$ cat src/rtl/alu_seq_pkg.sv
// Shared types and constants for the registered-ALU command sequencer.
// Optional feature macro: ALU_CHAIN_EN (adds a per-command chain bit to each FIFO entry).
package alu_seq_pkg;

    typedef enum logic [1:0] {
        IDLE    = 2'd0,
        ISSUE   = 2'd1,
        CAPTURE = 2'd2,
        RESP    = 2'd3
    } seq_state_e;

    // Opcodes, kept aligned with the registered ALU decoder
    localparam logic [2:0] ALU_OP_ADD = 3'd0;
    localparam logic [2:0] ALU_OP_SUB = 3'd1;
    localparam logic [2:0] ALU_OP_AND = 3'd2;
    localparam logic [2:0] ALU_OP_OR  = 3'd3;

    localparam int unsigned OP_W = 3;

`ifdef ALU_CHAIN_EN
    localparam int unsigned CHAIN_W = 1;
`else
    localparam int unsigned CHAIN_W = 0;
`endif

    // Packed FIFO entry width: {chain (optional), op, b, a}
    function automatic int unsigned cmd_entry_w(input int unsigned width);
        return 2 * width + OP_W + CHAIN_W;
    endfunction

endpackage

$ cat src/rtl/alu_cmd_fifo.sv
// Synchronous command FIFO with registered occupancy count.
// Full/empty derive from the registered count only, so a push is never
// accepted in the same cycle the FIFO reports full.
module alu_cmd_fifo #(
    parameter  int unsigned WIDTH = 16,
    parameter  int unsigned DEPTH = 4,
    localparam int unsigned PTR_W = $clog2(DEPTH),
    localparam int unsigned CNT_W = $clog2(DEPTH + 1)
) (
    input  logic             clk_i,
    input  logic             rst_i,
    input  logic             push_i,
    input  logic [WIDTH-1:0] din_i,
    input  logic             pop_i,
    output logic [WIDTH-1:0] dout_o,
    output logic             full_o,
    output logic             empty_o,
    output logic [CNT_W-1:0] count_o
);

    logic [WIDTH-1:0] mem_q [DEPTH];
    logic [WIDTH-1:0] mem_d [DEPTH];
    logic [PTR_W-1:0] wr_ptr_q, wr_ptr_d;
    logic [PTR_W-1:0] rd_ptr_q, rd_ptr_d;
    logic [CNT_W-1:0] count_q, count_d;
    logic             do_push;
    logic             do_pop;

    assign full_o  = (count_q == CNT_W'(DEPTH));
    assign empty_o = (count_q == '0);
    assign count_o = count_q;
    assign dout_o  = mem_q[rd_ptr_q];

    // Next-state for storage, pointers (wrap modulo DEPTH) and count
    always_comb begin
        do_push  = push_i && !full_o;
        do_pop   = pop_i && !empty_o;
        mem_d    = mem_q;
        wr_ptr_d = wr_ptr_q;
        rd_ptr_d = rd_ptr_q;
        count_d  = count_q;
        if (do_push) begin
            mem_d[wr_ptr_q] = din_i;
            wr_ptr_d        = wr_ptr_q + 1'b1;
        end
        if (do_pop) begin
            rd_ptr_d = rd_ptr_q + 1'b1;
        end
        case ({do_push, do_pop})
            2'b10:   count_d = count_q + 1'b1;
            2'b01:   count_d = count_q - 1'b1;
            default: count_d = count_q;
        endcase
    end

    // FIFO state registers
    always_ff @(posedge clk_i or negedge rst_i) begin
        if (!rst_i) begin
            mem_q    <= '{default: '0};
            wr_ptr_q <= '0;
            rd_ptr_q <= '0;
            count_q  <= '0;
        end else begin
            mem_q    <= mem_d;
            wr_ptr_q <= wr_ptr_d;
            rd_ptr_q <= rd_ptr_d;
            count_q  <= count_d;
        end
    end

endmodule

$ cat src/rtl/alu_cmd_sequencer.sv
// Initiator for the registered ALU: buffers commands, issues each to the ALU
// with a one-cycle enable, captures the registered result and returns it.
// Optional feature macro: ALU_CHAIN_EN (chain=1 substitutes last captured result for A).
module alu_cmd_sequencer
    import alu_seq_pkg::*;
#(
    parameter int unsigned WIDTH      = 8,
    parameter int unsigned FIFO_DEPTH = 4
) (
    input  logic             clk_i,
    input  logic             rst_i,
    input  logic             cmd_valid_i,
    output logic             cmd_ready_o,
    input  logic [WIDTH-1:0] cmd_a_i,
    input  logic [WIDTH-1:0] cmd_b_i,
    input  logic [2:0]       cmd_op_i,
    input  logic             cmd_chain_i,
    output logic             rsp_valid_o,
    input  logic             rsp_ready_i,
    output logic [WIDTH-1:0] rsp_result_o,
    output logic             rsp_zero_o,
    output logic [WIDTH-1:0] alu_a_o,
    output logic [WIDTH-1:0] alu_b_o,
    output logic [2:0]       alu_op_o,
    output logic             alu_en_o,
    input  logic [WIDTH-1:0] alu_result_i,
    input  logic             alu_zero_i,
    output logic             busy_o
);

    localparam int unsigned ENTRY_W = cmd_entry_w(WIDTH);
    localparam int unsigned CNT_W   = $clog2(FIFO_DEPTH + 1);

    seq_state_e         state_q, state_d;
    logic [ENTRY_W-1:0] fifo_din;
    logic [ENTRY_W-1:0] fifo_dout;
    logic               fifo_push;
    logic               fifo_pop;
    logic               fifo_full;
    logic               fifo_empty;
    logic [CNT_W-1:0]   unused_fifo_count;
    logic               capture;

    logic [WIDTH-1:0]   head_a;
    logic [WIDTH-1:0]   head_b;
    logic [2:0]         head_op;

    logic [WIDTH-1:0]   op_a_q, op_a_d;
    logic [WIDTH-1:0]   op_b_q, op_b_d;
    logic [2:0]         op_op_q, op_op_d;
    logic [WIDTH-1:0]   rsp_result_q, rsp_result_d;
    logic               rsp_zero_q, rsp_zero_d;

`ifdef ALU_CHAIN_EN
    logic               head_chain;
    assign fifo_din   = {cmd_chain_i, cmd_op_i, cmd_b_i, cmd_a_i};
    assign head_chain = fifo_dout[2*WIDTH+3];
`else
    logic               unused_chain;
    assign fifo_din     = {cmd_op_i, cmd_b_i, cmd_a_i};
    assign unused_chain = cmd_chain_i;
`endif

    assign head_a  = fifo_dout[WIDTH-1:0];
    assign head_b  = fifo_dout[2*WIDTH-1:WIDTH];
    assign head_op = fifo_dout[2*WIDTH+2:2*WIDTH];

    assign cmd_ready_o = !fifo_full;
    assign fifo_push   = cmd_valid_i && cmd_ready_o;

    alu_cmd_fifo #(
        .WIDTH (ENTRY_W),
        .DEPTH (FIFO_DEPTH)
    ) u_fifo (
        .clk_i   (clk_i),
        .rst_i   (rst_i),
        .push_i  (fifo_push),
        .din_i   (fifo_din),
        .pop_i   (fifo_pop),
        .dout_o  (fifo_dout),
        .full_o  (fifo_full),
        .empty_o (fifo_empty),
        .count_o (unused_fifo_count)
    );

    // FSM state register
    always_ff @(posedge clk_i or negedge rst_i) begin
        if (!rst_i) begin
            state_q <= IDLE;
        end else begin
            state_q <= state_d;
        end
    end

    // FSM next-state: IDLE -> ISSUE -> CAPTURE -> RESP, back-to-back from RESP
    always_comb begin
        state_d = state_q;
        case (state_q)
            IDLE:    if (!fifo_empty) state_d = ISSUE;
            ISSUE:   state_d = CAPTURE;
            CAPTURE: state_d = RESP;
            RESP:    if (rsp_ready_i) state_d = fifo_empty ? IDLE : ISSUE;
            default: state_d = IDLE;
        endcase
    end

    // FSM outputs: head pop on entry to ISSUE, ALU enable, capture strobe, response valid
    always_comb begin
        fifo_pop    = 1'b0;
        alu_en_o    = 1'b0;
        capture     = 1'b0;
        rsp_valid_o = 1'b0;
        case (state_q)
            IDLE:    fifo_pop = !fifo_empty;
            ISSUE:   alu_en_o = 1'b1;
            CAPTURE: capture = 1'b1;
            RESP: begin
                rsp_valid_o = 1'b1;
                fifo_pop    = rsp_ready_i && !fifo_empty;
            end
            default: ;
        endcase
    end

    // Operand regs load on pop (and then hold); response regs load in CAPTURE
    always_comb begin
        op_a_d       = op_a_q;
        op_b_d       = op_b_q;
        op_op_d      = op_op_q;
        rsp_result_d = rsp_result_q;
        rsp_zero_d   = rsp_zero_q;
        if (fifo_pop) begin
`ifdef ALU_CHAIN_EN
            // rsp_result_q still holds the previous command's result at this edge
            op_a_d = head_chain ? rsp_result_q : head_a;
`else
            op_a_d = head_a;
`endif
            op_b_d  = head_b;
            op_op_d = head_op;
        end
        if (capture) begin
            rsp_result_d = alu_result_i;
            rsp_zero_d   = alu_zero_i;
        end
    end

    // Datapath registers
    always_ff @(posedge clk_i or negedge rst_i) begin
        if (!rst_i) begin
            op_a_q       <= '0;
            op_b_q       <= '0;
            op_op_q      <= '0;
            rsp_result_q <= '0;
            rsp_zero_q   <= 1'b0;
        end else begin
            op_a_q       <= op_a_d;
            op_b_q       <= op_b_d;
            op_op_q      <= op_op_d;
            rsp_result_q <= rsp_result_d;
            rsp_zero_q   <= rsp_zero_d;
        end
    end

    assign alu_a_o      = op_a_q;
    assign alu_b_o      = op_b_q;
    assign alu_op_o     = op_op_q;
    assign rsp_result_o = rsp_result_q;
    assign rsp_zero_o   = rsp_zero_q;
    assign busy_o       = (state_q != IDLE) || !fifo_empty;

endmodule

$ cat config.mk
export PLATFORM = sky130hd
export DESIGN_NAME = alu_cmd_sequencer
export DESIGN_NICKNAME = d
export VERILOG_FILES = /design/src/rtl/alu_seq_pkg.sv /design/src/rtl/alu_cmd_fifo.sv /design/src/rtl/alu_cmd_sequencer.sv
export SDC_FILE = /design/constraint.sdc
export NUM_CORES = 1
export LEC_CHECK = 0
export BUFFER_PORTS_ARGS = -buffer_cell sky130_fd_sc_hd__buf_4
export CORE_UTILIZATION = 40
export CTS_CLUSTER_DIAMETER = 50
export CTS_CLUSTER_SIZE = 14
export DETAILED_ROUTE_END_ITERATION = 8
export PLACE_DENSITY_LB_ADDON = 0.08
export SYNTH_ARGS = -nofsm -noshare
export SYNTH_HDL_FRONTEND = slang
export SYNTH_HIERARCHICAL = 1
export SYNTH_SLANG_ARGS = --single-unit
export TNS_END_PERCENT = 100
$ cat constraint.sdc
create_clock -name clk_i -period 4.3 [get_ports clk_i]
set_input_delay 0.645 -clock clk_i [delete_from_list [all_inputs] [get_ports clk_i]]
set_output_delay 0.645 -clock clk_i [all_outputs]
set_load 0.005 [all_outputs]
## Yosys cells after proc, flatten, opt, wreduce, memory -nomap -nowiden

Cells that the tools add are included.

| storage, ports and cells | value |
|---|---|
| bits in registers | 113 |
| logic and storage cells | 58 |
| output and inout bits | 32 |

| cells by class | value |
|---|---|
| bitwise gates (word level) | 2 |
| order comparisons | 3 |
| mux-type cells | 15 |
| reduce and logical (&&, ||, !) cells | 13 |
| $add $sub $neg | 4 |
| equality and inequality tests | 8 |

Operator list:

| cell | count |
|---|---|
| 76-bit bitwise mux | 1 |
| 19-bit 2-to-1 mux | 3 |
| 19-bit binary-select mux with 2-bit select | 1 |
| 19-bit demux with 2-bit select | 1 |
| 2-bit one-hot mux with 4 select lines | 1 |
| 2-bit equality test (second input constant) | 3 |
| 3-bit >= comparator (second input constant) | 2 |
| 2-bit inverter with 3-bit output | 2 |
| 3-bit one-hot mux with 2 select lines | 1 |
| 1-bit logical AND | 5 |
| 2-bit by 1-bit adder with 2-bit output (second input constant) | 2 |
| 2-bit by 1-bit equality test with 1-bit output (second input constant) | 2 |
| 1-bit 2-to-1 mux | 4 |
| 2-bit 2-to-1 mux | 2 |
| 2-bit != test (second input constant) | 2 |
| 2-bit nonzero test | 2 |
| 3-bit by 1-bit adder with 3-bit output (second input constant) | 1 |
| 3-bit equality test (second input constant) | 1 |
| 3-bit logical NOT | 1 |
| 3-bit by 1-bit < comparator with 1-bit output (second input constant) | 1 |
| 3-bit by 1-bit subtractor with 3-bit output (second input constant) | 1 |
| 1-bit logical NOT | 2 |
| 2-bit logical NOT | 1 |
| 1-bit one-hot mux with 2 select lines | 1 |
| 2 further kinds | 2 |

## Depth between registers and ports, before layout

Gate-level depths: netlist (run 1).

| logic depth | value |
|---|---|
| depth after elaboration | 7 |
| gate-level depth with buffers | 12 |
| depth with buffers taken out | 11 |

## Cells and area by module

The synthesis (run 1) kept the hierarchy.

By module, submodules not included:

| module | seq. area each (um^2) | area each (um^2) | cells an instance | instances |
|---|---|---|---|---|
| alu_cmd_fifo | 2,077.0 | 3,704.8 | 219 | 1 |
| alu_cmd_sequencer | 750.7 | 1,318.8 | 81 | 1 |

## Worst setup path before layout (run 1)

No wires, ideal clock.

| path | value |
|---|---|
| path kind | flip-flop to flip-flop |
| start point | register state_q[0] |
| end point | register u_fifo.count_q[2] (netlist: u_fifo/count_o[2]) |
| required time | 4.221 ns |
| setup slack | 1.871 ns |
| period minus slack after synthesis | 2.429 ns |
| arrival | 2.350 ns |
| setup time | 0.079 ns |
| cell stages (with the launch flop) | 12 |
| cells stage by stage | dfrtp_1 inv_1 ha_1 nor3_2 buf_6 o31a_1 ha_1 inv_1 fa_1 xor2_1 nor2_1 xor2_1 |

| between the ends | value |
|---|---|
| word-level cells in the longest chain between the ends | 5 |
| elaborated cells between the ends (all ways) | 8 |

Ends and longest elaborated chain:

| item | RTL line | text |
|---|---|---|
| from (decl) | alu_cmd_sequencer.sv:34 | `seq_state_e state_q, state_d;` |
| from (signal assigned) | alu_cmd_sequencer.sv:91 | `state_q <= state_d;` |
| 2-bit equality test or 2-bit logical NOT (tied branches) | alu_cmd_sequencer.sv:113 | `case (state_q)` |
| 1-bit one-hot mux with 2 select lines (*) | alu_cmd_sequencer.sv:113 |  |
| via fifo_pop | alu_cmd_sequencer.sv:38 | `logic fifo_pop;` |
| 1-bit logical AND (*) | alu_cmd_fifo.sv:37 | `do_pop = pop_i && !empty_o;` |
| via u_fifo.do_pop | alu_cmd_fifo.sv:27 | `logic do_pop;` |
| 2-bit by 1-bit equality test with 1-bit output or 2-bit equality test (tied branches) | alu_cmd_fifo.sv:49 | `case ({do_push, do_pop})` |
| 3-bit one-hot mux with 2 select lines or 2-bit nonzero test (tied branches) | -- |  |
| to (signal assigned) | alu_cmd_fifo.sv:67 | `count_q <= count_d;` |
| to (decl) | alu_cmd_fifo.sv:25 | `logic [CNT_W-1:0] count_q, count_d;` |

The timed path passes the listed nets; every way through them passes the cells marked *.
A chain may end at the register's enable or synchronous reset.

## Final worst setup path (run 1)

| path | value |
|---|---|
| start point | register u_fifo.count_q[0] (netlist: u_fifo/count_o[0]) |
| end point | register u_fifo.count_q[2] (netlist: u_fifo/count_o[2]) |

| between the ends | value |
|---|---|
| elaborated cells between the ends (all ways) | 15 |

RTL lines:

| item | RTL line | text |
|---|---|---|
| 3-bit equality test (*) | alu_cmd_fifo.sv:29 | `assign full_o = (count_q == CNT_W'(DEPTH));` |
| via fifo_full | alu_cmd_sequencer.sv:39 | `logic fifo_full;` |
| 1-bit logical NOT (*) | alu_cmd_sequencer.sv:68 | `assign cmd_ready_o = !fifo_full;` |
| 1-bit logical AND (*) | alu_cmd_sequencer.sv:69 | `assign fifo_push = cmd_valid_i && cmd_ready_o;` |
| via fifo_push | alu_cmd_sequencer.sv:37 | `logic fifo_push;` |
| 1-bit logical AND (*) | alu_cmd_fifo.sv:36 | `do_push = push_i && !full_o;` |
| 2-bit by 1-bit equality test with 1-bit output or 2-bit equality test (tied branches) | alu_cmd_fifo.sv:49 |  |
| 3-bit one-hot mux with 2 select lines or 2-bit nonzero test (tied branches) | -- |  |

Marks and branches as above.

==> results.cfg, run 1 <==
[outcome]
status = finished, final reports clean

[clock_network]
cts_buffers = 17
htreeDepth = 4
clockBufferDepth = 2
cts_hold_buffers = 0
cts_sinks = 113
cts_tree = built
cts_root_buffer = clkbuf_16
clk_pin_slew_ns = 0.05
cts.repair.resized = 0
worst_skew_pair.late_latency_ns = 0.41
cts_setup_buffers = 0

[worst_setup_path]
end_kind = flip-flop
crit_arrival_ns = 2.82
crit_path_max_fanout = 7
critPathRequiredTime_ns = 4.62
crit_chain = nor3b_4, nor2b_1, nand2b_1, ha_1, inv_1, fa_1, xor2_1, nor2_1, xor2_1
slowest_stage = nor3b_4
cpMostUsedCell = xor2_1
crit_path_max_incr_delay_ns = 0.52
crit_path_start_kind = flip-flop
path_class = reg2reg

[drt]
wl_per_cell_um = 17.1
routed_via_density = 4.95
ant_nets = 0
drc = 0
dr.pass1.iters = 3
vias = 2751
dr.first_iter.drc_count = 128
drt-total-wl_mm = 9.52

[cells_and_area]
drive_above_1_share_pct = 58.8
syn2layout_area_growth_pct = 24.2
fin_nets = 419
antennaDiodeCount = 0
fill_cells = 1072

[sta]
setup_viol = 0
fin_ws_ns = 1.80
hold_viol = 0
rsz0062_at_grt = false
slew_violations = 0
holdWs_ns = 0.328
finalSetupTns_ns = 0
clock_skew_ns = 0.00554
slew_headroom_pct = 25.5
tightest_slew_ns = 1.12
maxClockFrequency_ghz = 0.400
min_period_ns = 2.50
period_share_pct = 58.2

[grt]
grt-ovfl-total = 0
grt_max_degree = 65
antenna_found_initial = 0
grt_pass1_wl_mm = 15.7
grt_pass1_vias = 2832
track_usage_pct = 16.5

[die]
io-pin-count = 65
dieHeight_um = 114
dieArea_mm2 = 0.0130
core_region_area_mm2 = 0.0121
initial_utilization_pct = 41.5
chipWidth_um = 114
core.rowCount = 40

[synth]
yosysWarnings = 6
synthFlopType = dfrtp_1
seq_area_frac_synth_pct = 56.3
syn_inst = 300
synth_edf_count = 0
syn_nets = 344
syn_avg_cell_area_um2 = 16.7
async_flop_share_pct = 100
synth_area_mm2 = 0.00502
synth_cell_type_count = 26
synth_seq_cells = 113

[placement]
gp_congestion = 0.666
dpl.hpwl_mm = 5.75
portBuffers = 63
dp_slack_ns = 1.79

[power]
switchingPower_uw = 1550
p_leak_uw = 0.00275
p_clk_share_pct = 25.8
p_total_uw = 5400
pwr-share-seq_pct = 37.0
vdd_drop_max_mv = 0.346
internal_power_uw = 3850
switching_share_pct = 28.7
comb_power_share_pct = 37.2
p_per_area_mw_per_mm2 = 865

[hold_path]
holdCritPathClass = in2async

[flow_run]
cap_viol_max_count = 0
-- synthesized netlist by cell type (all sizes together) (3+ instances only) --
library cell	count	area share, %
dfrtp	113	56
inv	9	0.67
nor2	6	1.0
ha	10	2.5
buf	9	1.6
xnor2	3	0.52
nand2	7	0.52
mux4	19	8.5
xor2	3	0.52
mux2	106	25
-- flip-flops by register name, indices dropped and copies added (netlist names) --
register,count
u_fifo/mem_q,76
alu_a_o,8
alu_b_o,8
rsp_result_o,8
alu_op_o,3
u_fifo/count_o,3
state_q,2
u_fifo/rd_ptr_q,2
u_fifo/wr_ptr_q,2
rsp_zero_o,1
-- layout make-up --
class / instances / area, um^2 / area share, %
Tap cell: 168 / 210 / 3.37
Timing Repair Buffer: 67 / 503 / 8.06
Multi-Input combinational cell: 167 / 2080 / 33.3
Clock inverter: 12 / 140 / 2.25
Sequential cell: 113 / 2830 / 45.3
Inverter: 9 / 33.8 / 0.541
Clock buffer: 20 / 447 / 7.16
-- stage by stage --
stage	instance area, um^2	utilization (%)	std cells
2_1_floorplan	5020	-	300
3_3_place_gp	5650	46.7	524
3_5_place_dp	5650	46.7	524
4_1_cts	6240	51.5	556
5_1_grt	6240	51.5	556
6_report	6240	51.5	556
-- final timing paths --
path,startpoint,to,slack (ns),cells past startpoint
max in group asynchronous,rst_i,u_fifo/mem_q[66],3.07,2
worst min-delay path,rst_i,rsp_result_o[6],0.33,1
worst min register to register,u_fifo/mem_q[68],u_fifo/mem_q[68],0.50,1
worst max-delay path,u_fifo/count_o[0],u_fifo/count_o[2],1.80,9
worst max register to register,u_fifo/count_o[0],u_fifo/count_o[2],1.80,9
min in group clk_i,alu_result_i[7],rsp_result_o[7],0.47,2
-- power groups by stage --
stage                     logic, uW  registers (uW)  clock network, uW
after floorplan                1590            1870                  0
after global placement         2000            2000                  0
after detailed placement       2030            2020                  0
after CTS                      2040            2010               1420
after global routing           2180            2080               1480
final                          2010            2000               1390
-- cells by family after synthesis --
logic type	Yosys count	synth area share [%]
buf+inv	20	2.47
compound gates	4	0.623
fa+ha+maj	11	2.89
mux	126	33.9
simple gates	20	2.79
xor+xnor	6	1.05
flops	113	56.3
-- worst max-delay path, delay by kind of cell, from the launching register on --
family | cells | cell delay (ns)
and+or+nand+nor | 4 | 1.05
adders and majority gates | 2 | 0.57
DFF | 1 | 0.45
xor gates and xnor gates | 2 | 0.31
buffers and inverters | 1 | 0.06
-- layout by cell type (no fill, tap or decap), types with 2 or more instances in the layout --
cell type,count
dfrtp_1,113
mux2_2,87
buf_4,67
mux2_4,19
mux4_2,19
clkbuf_16,17
ha_1,10
inv_1,9
nand2_1,7
clkinv_2,7
nor2_4,4
bufinv_16,3
xnor2_1,3
xor2_1,3
or2b_1,2
nor2_1,2
clkinvlp_4,2
clkbuf_1,2
-- routing by layer --
layer  vias up  GRT usage (%)  share of wire [%]
met3        10           6.30                4.7
met5         -              0                  0
met1      1444           21.0                 46
met4         0           5.71                1.1
li1       1238              -                  -
met2        59           25.8                 48
No activity file was read; power rests on OpenSTA's default activity.
==> inputs of run 2 (changes only) <==
clock period = 2.35 ns   (was 4.3 ns; I/O delays follow)
==> results.cfg, run 2 (same netlist as run 1, synthesis figures left out) <==
[grt]
grt_max_degree = 49
use_met1_pct = 23.5
use_met2_pct = 24.3
grt_pass1_wl_mm = 15.8
grt_util_met3_pct = 4.02
grt-ovfl-total = 0
grt_pass1_vias = 2954
top_usage_layer = met2
track_usage_pct = 16.6
antenna_found_initial = 0

[drt]
wl_per_cell_um = 16.8
drc = 0
dr.pass1.iters = 4
vias = 2769
dr.first_iter.drc_count = 74
ant_nets = 0
routed_via_density = 4.87
drt-total-wl_mm = 9.55

[power]
vdd_drop_max_mv = 0.588
p_leak_uw = 0.00284
p_per_area_mw_per_mm2 = 1560

[die]
core_region_area_mm2 = 0.0121
dieHeight_um = 114
dieArea_mm2 = 0.0130
core.rowCount = 40
chipWidth_um = 114
initial_utilization_pct = 41.5
io-pin-count = 65

[sta]
hold_viol = 0
finalSetupTns_ns = 0
period_share_pct = 93.6
holdWs_ns = 0.187
setup_viol = 0
slew_headroom_pct = 68.5
min_period_ns = 2.20
rsz0062_at_grt = false
tightest_slew_ns = 0.469
slew_violations = 0
clock_skew_ns = 0.00589
maxClockFrequency_ghz = 0.455

[worst_setup_path]
end_kind = flip-flop
crit_arrival_ns = 2.52
path_class = reg2reg
crit_path_max_fanout = 4
critPathRequiredTime_ns = 2.67
crit_path_start_kind = flip-flop

[cells_and_area]
largest_register_ffs = 76
multiInputGateArea_mm2 = 0.00211
syn2layout_area_growth_pct = 28.4
fill_cells = 1026
seq_area_mm2 = 0.00283
layout_commonest_cell = dfrtp_1
antennaDiodeCount = 0
fin_nets = 435
mostFrequentLayoutCells = dfrtp_1, mux2_2, buf_4, mux2_4, mux4_2
regMostFlops = u_fifo/mem_q
drive_above_1_share_pct = 61.8

[flow_run]
cap_viol_max_count = 0

[clock_network]
cts_buffers = 17
clockBufferDepth = 2
cts_tree = built
worst_skew_pair.late_latency_ns = 0.40
cts_root_buffer = clkbuf_16
htreeDepth = 4
clk_pin_slew_ns = 0.05
cts_sinks = 113

[outcome]
status = finished, final reports clean

[placement]
gp_congestion = 0.703
portBuffers = 63
dpl.hpwl_mm = 6.07

[hold_path]
holdCritPathClass = in2reg
## run 2: cell count changes in the layout (fill, tap and decap cells not counted), sizes merged
cell,delta
clkinv,-5
dlygate4sd3,+1
bufinv,-1
clkbuf,+4
buf,+15
clkinvlp,-1
## run 2: stage by stage
step	setup slack (ns)	instance area, um^2	utilization, %	total power [uW]	cells
floorplan	0.0312	5040	-	6370	300
global placement	0.133	5810	48.0	7520	534
detailed placement	0.0823	5810	48.0	7620	534
CTS	0.0641	6400	52.8	10100	564
global route	0.0118	6450	53.3	10700	569
finish	0.151	6450	53.3	10100	569
## run 2: critical path, cell delays in order (launching register included)
cell and delay (ns):
dfrtp_2 0.44, inv_2 0.10, ha_4 0.13, a21oi_1 0.05
nor3_4 0.18, o31a_1 0.23, ha_2 0.21, inv_1 0.05
fa_2 0.33, xor2_1 0.14, nor2_1 0.11, xor2_1 0.15
## run 2: layout make-up
| cell class | instances | share of cell area, % |
|---|---|---|
| well taps | 168 | 3.26 |
| repair buffers | 83 | 10.7 |
| clock inverters | 5 | 1.20 |
| inverters | 9 | 0.562 |
| multi-input cells | 167 | 32.7 |
| clock buffers | 24 | 7.78 |
| flip-flops and latches | 113 | 43.9 |
## run 2: what timing repair did
item	4_1_cts	5_1_grt
endpoints found under the setup margin	0	1
buffers inserted	0	5
resized for setup	0	4
hold endpoints to repair	25	0
hold buffers	1	0
## run 2: final timing paths
check | end | slack [ns] | startpoint | cells after the start
max | u_fifo/count_o[2] | 0.15 | state_q[1] | 11
min | rsp_result_o[7] | 0.19 | alu_result_i[7] | 2
max reg2reg | u_fifo/count_o[2] | 0.15 | state_q[1] | 11
min reg2reg | u_fifo/mem_q[20] | 0.50 | u_fifo/mem_q[20] | 1
max in group asynchronous | u_fifo/mem_q[26] | 1.28 | rst_i | 3
min in group asynchronous | rsp_result_o[0] | 0.43 | rst_i | 2
## run 2: per-layer routing
layer / share of wire [%] / up-vias
met1: 50 / 1423
met3: 3.9 / 15
li1: - / 1270
met2: 45 / 61
met5: 0 / -
met4: 1.7 / 0
## run 2: where the power goes
group	switching, uW	internal, uW	leakage, uW
combinational	1470	2600	0.00121
clock	806	1680	0.000284
sequential	540	2980	0.00134
==> inputs of run 3 (changes only) <==
CORE_MARGIN = 3   (was not set)
==> results.cfg, run 3 (same netlist as run 1, synthesis figures left out) <==
[sta]
tightest_slew_ns = 0.663
slew_violations = 0
slew_headroom_pct = 55.8
min_period_ns = 2.19
hold_viol = 0
clock_skew_ns = 0.00675
period_share_pct = 93.2
setup_viol = 0
rsz0062_at_grt = false
maxClockFrequency_ghz = 0.457
finalSetupTns_ns = 0

[drt]
drc = 0
ant_nets = 0
dr.pass1.iters = 4
routed_via_density = 4.84
drt-total-wl_mm = 9.66
dr.first_iter.drc_count = 86
vias = 2756
wl_per_cell_um = 17.0

[die]
dieArea_mm2 = 0.0139
io-pin-count = 65
initial_utilization_pct = 41.3
core.rowCount = 40
core_region_area_mm2 = 0.0122
chipWidth_um = 118
dieHeight_um = 118

[power]
p_per_area_mw_per_mm2 = 1560
p_leak_uw = 0.00284
vdd_drop_max_mv = 0.719
p_total_uw = 10000

[clock_network]
clk_pin_slew_ns = 0.05
htreeDepth = 4
cts_buffers = 17
cts_root_buffer = clkbuf_16
cts_tree = built
cts_sinks = 113
clockBufferDepth = 2
worst_skew_pair.late_latency_ns = 0.41

[cells_and_area]
fin_area_mm2 = 0.00641
largest_register_ffs = 76
utilization_pct = 52.7
fill_cells = 1039
antennaDiodeCount = 0
regMostFlops = u_fifo/mem_q
mostFrequentLayoutCells = dfrtp_1, mux2_2, buf_4, mux2_4, mux4_2
layout_commonest_cell = dfrtp_1
fin_nets = 433
drive_above_1_share_pct = 61.6
syn2layout_area_growth_pct = 27.5

[placement]
gp_congestion = 0.700
portBuffers = 63
dpl-instance-area_mm2 = 0.00580
dpl.hpwl_mm = 6.29

[worst_setup_path]
crit_path_start_kind = flip-flop
r2r.worst_path.cells = 11
crit_arrival_ns = 2.51
critPathRequiredTime_ns = 2.67
end_kind = flip-flop
path_class = reg2reg
crit_path_max_fanout = 4
critPathLaunch = state_q[0]
reg2reg_from = state_q[0]

[hold_path]
holdCritPathClass = in2reg
hp-start = alu_result_i[7]
min_path_cells = 2

[grt]
antenna_found_initial = 0
track_usage_pct = 15.3
grt-ovfl-total = 0
grt_pass1_vias = 3080
grt_pass1_wl_mm = 16.3
grt_max_degree = 51

[outcome]
status = finished, final reports clean

[flow_run]
cap_viol_max_count = 0
run 3: layout make-up:
cell class / instances / area, um^2 / area share (%)
repair buffers: 81 / 648 / 10.1
well taps: 168 / 210 / 3.28
multi-input cells: 167 / 2100 / 32.7
flip-flops and latches: 113 / 2830 / 44.2
inverters: 9 / 33.8 / 0.527
clock inverters: 4 / 45.0 / 0.703
clock buffers: 27 / 543 / 8.47
run 3: worst max-delay path, cell delays in order (launching register included):
cell and delay (ns):
dfrtp_1 0.42, inv_2 0.12, ha_4 0.14, a21oi_1 0.06, nor3_4 0.18, o31a_1 0.19, ha_2 0.19, inv_1 0.06
fa_2 0.33, xor2_1 0.14, nor2_1 0.13, xor2_1 0.15
run 3: layer usage:
layer  share of wire (%)  vias to the layer above  global-route usage [%]  wire, um
met5                   0                        -                       0         0
met4                 1.7                        0                    5.93       160
met3                 4.8                       14                    5.81       460
met2                  48                       56                    23.5      4610
met1                  46                     1423                    19.7      4420
li1                    -                     1263                       -         -
run 3: path summary, 6_finish.rpt:
check | slack, ns | to
max in group asynchronous | 1.17 | u_fifo/mem_q[70]
max | 0.16 | u_fifo/count_o[2]
min | 0.18 | rsp_result_o[7]
max reg2reg | 0.16 | u_fifo/count_o[2]
min in group asynchronous | 0.52 | rsp_result_o[2]
min reg2reg | 0.50 | u_fifo/mem_q[49]
run 3: repair_timing:
action	CTS	global route
hold endpoints to repair	15	0
setup buffers	0	1
resized for setup	0	1
setup endpoints to repair	0	1
hold buffers	1	0
run 3: report_power, final:
| part | internal [uW] | total, uW | switching, uW | leakage [uW] |
|---|---|---|---|---|
| clock | 1670 | 2490 | 821 | 0.000295 |
| sequential | 2980 | 3550 | 565 | 0.00134 |
| combinational | 2550 | 3970 | 1420 | 0.00120 |
run 3: stage by stage:
step / worst slack [ns] / instances / hold WS (ns)
finish: 0.160 / 569 / 0.181
global route: 0.0227 / 569 / 0.170
CTS: 0.0785 / 568 / 0.158
detailed placement: 0.0844 / 536 / 0.426
global placement: 0.143 / 536 / 0.430
floorplan: 0.0312 / 300 / 0.0569
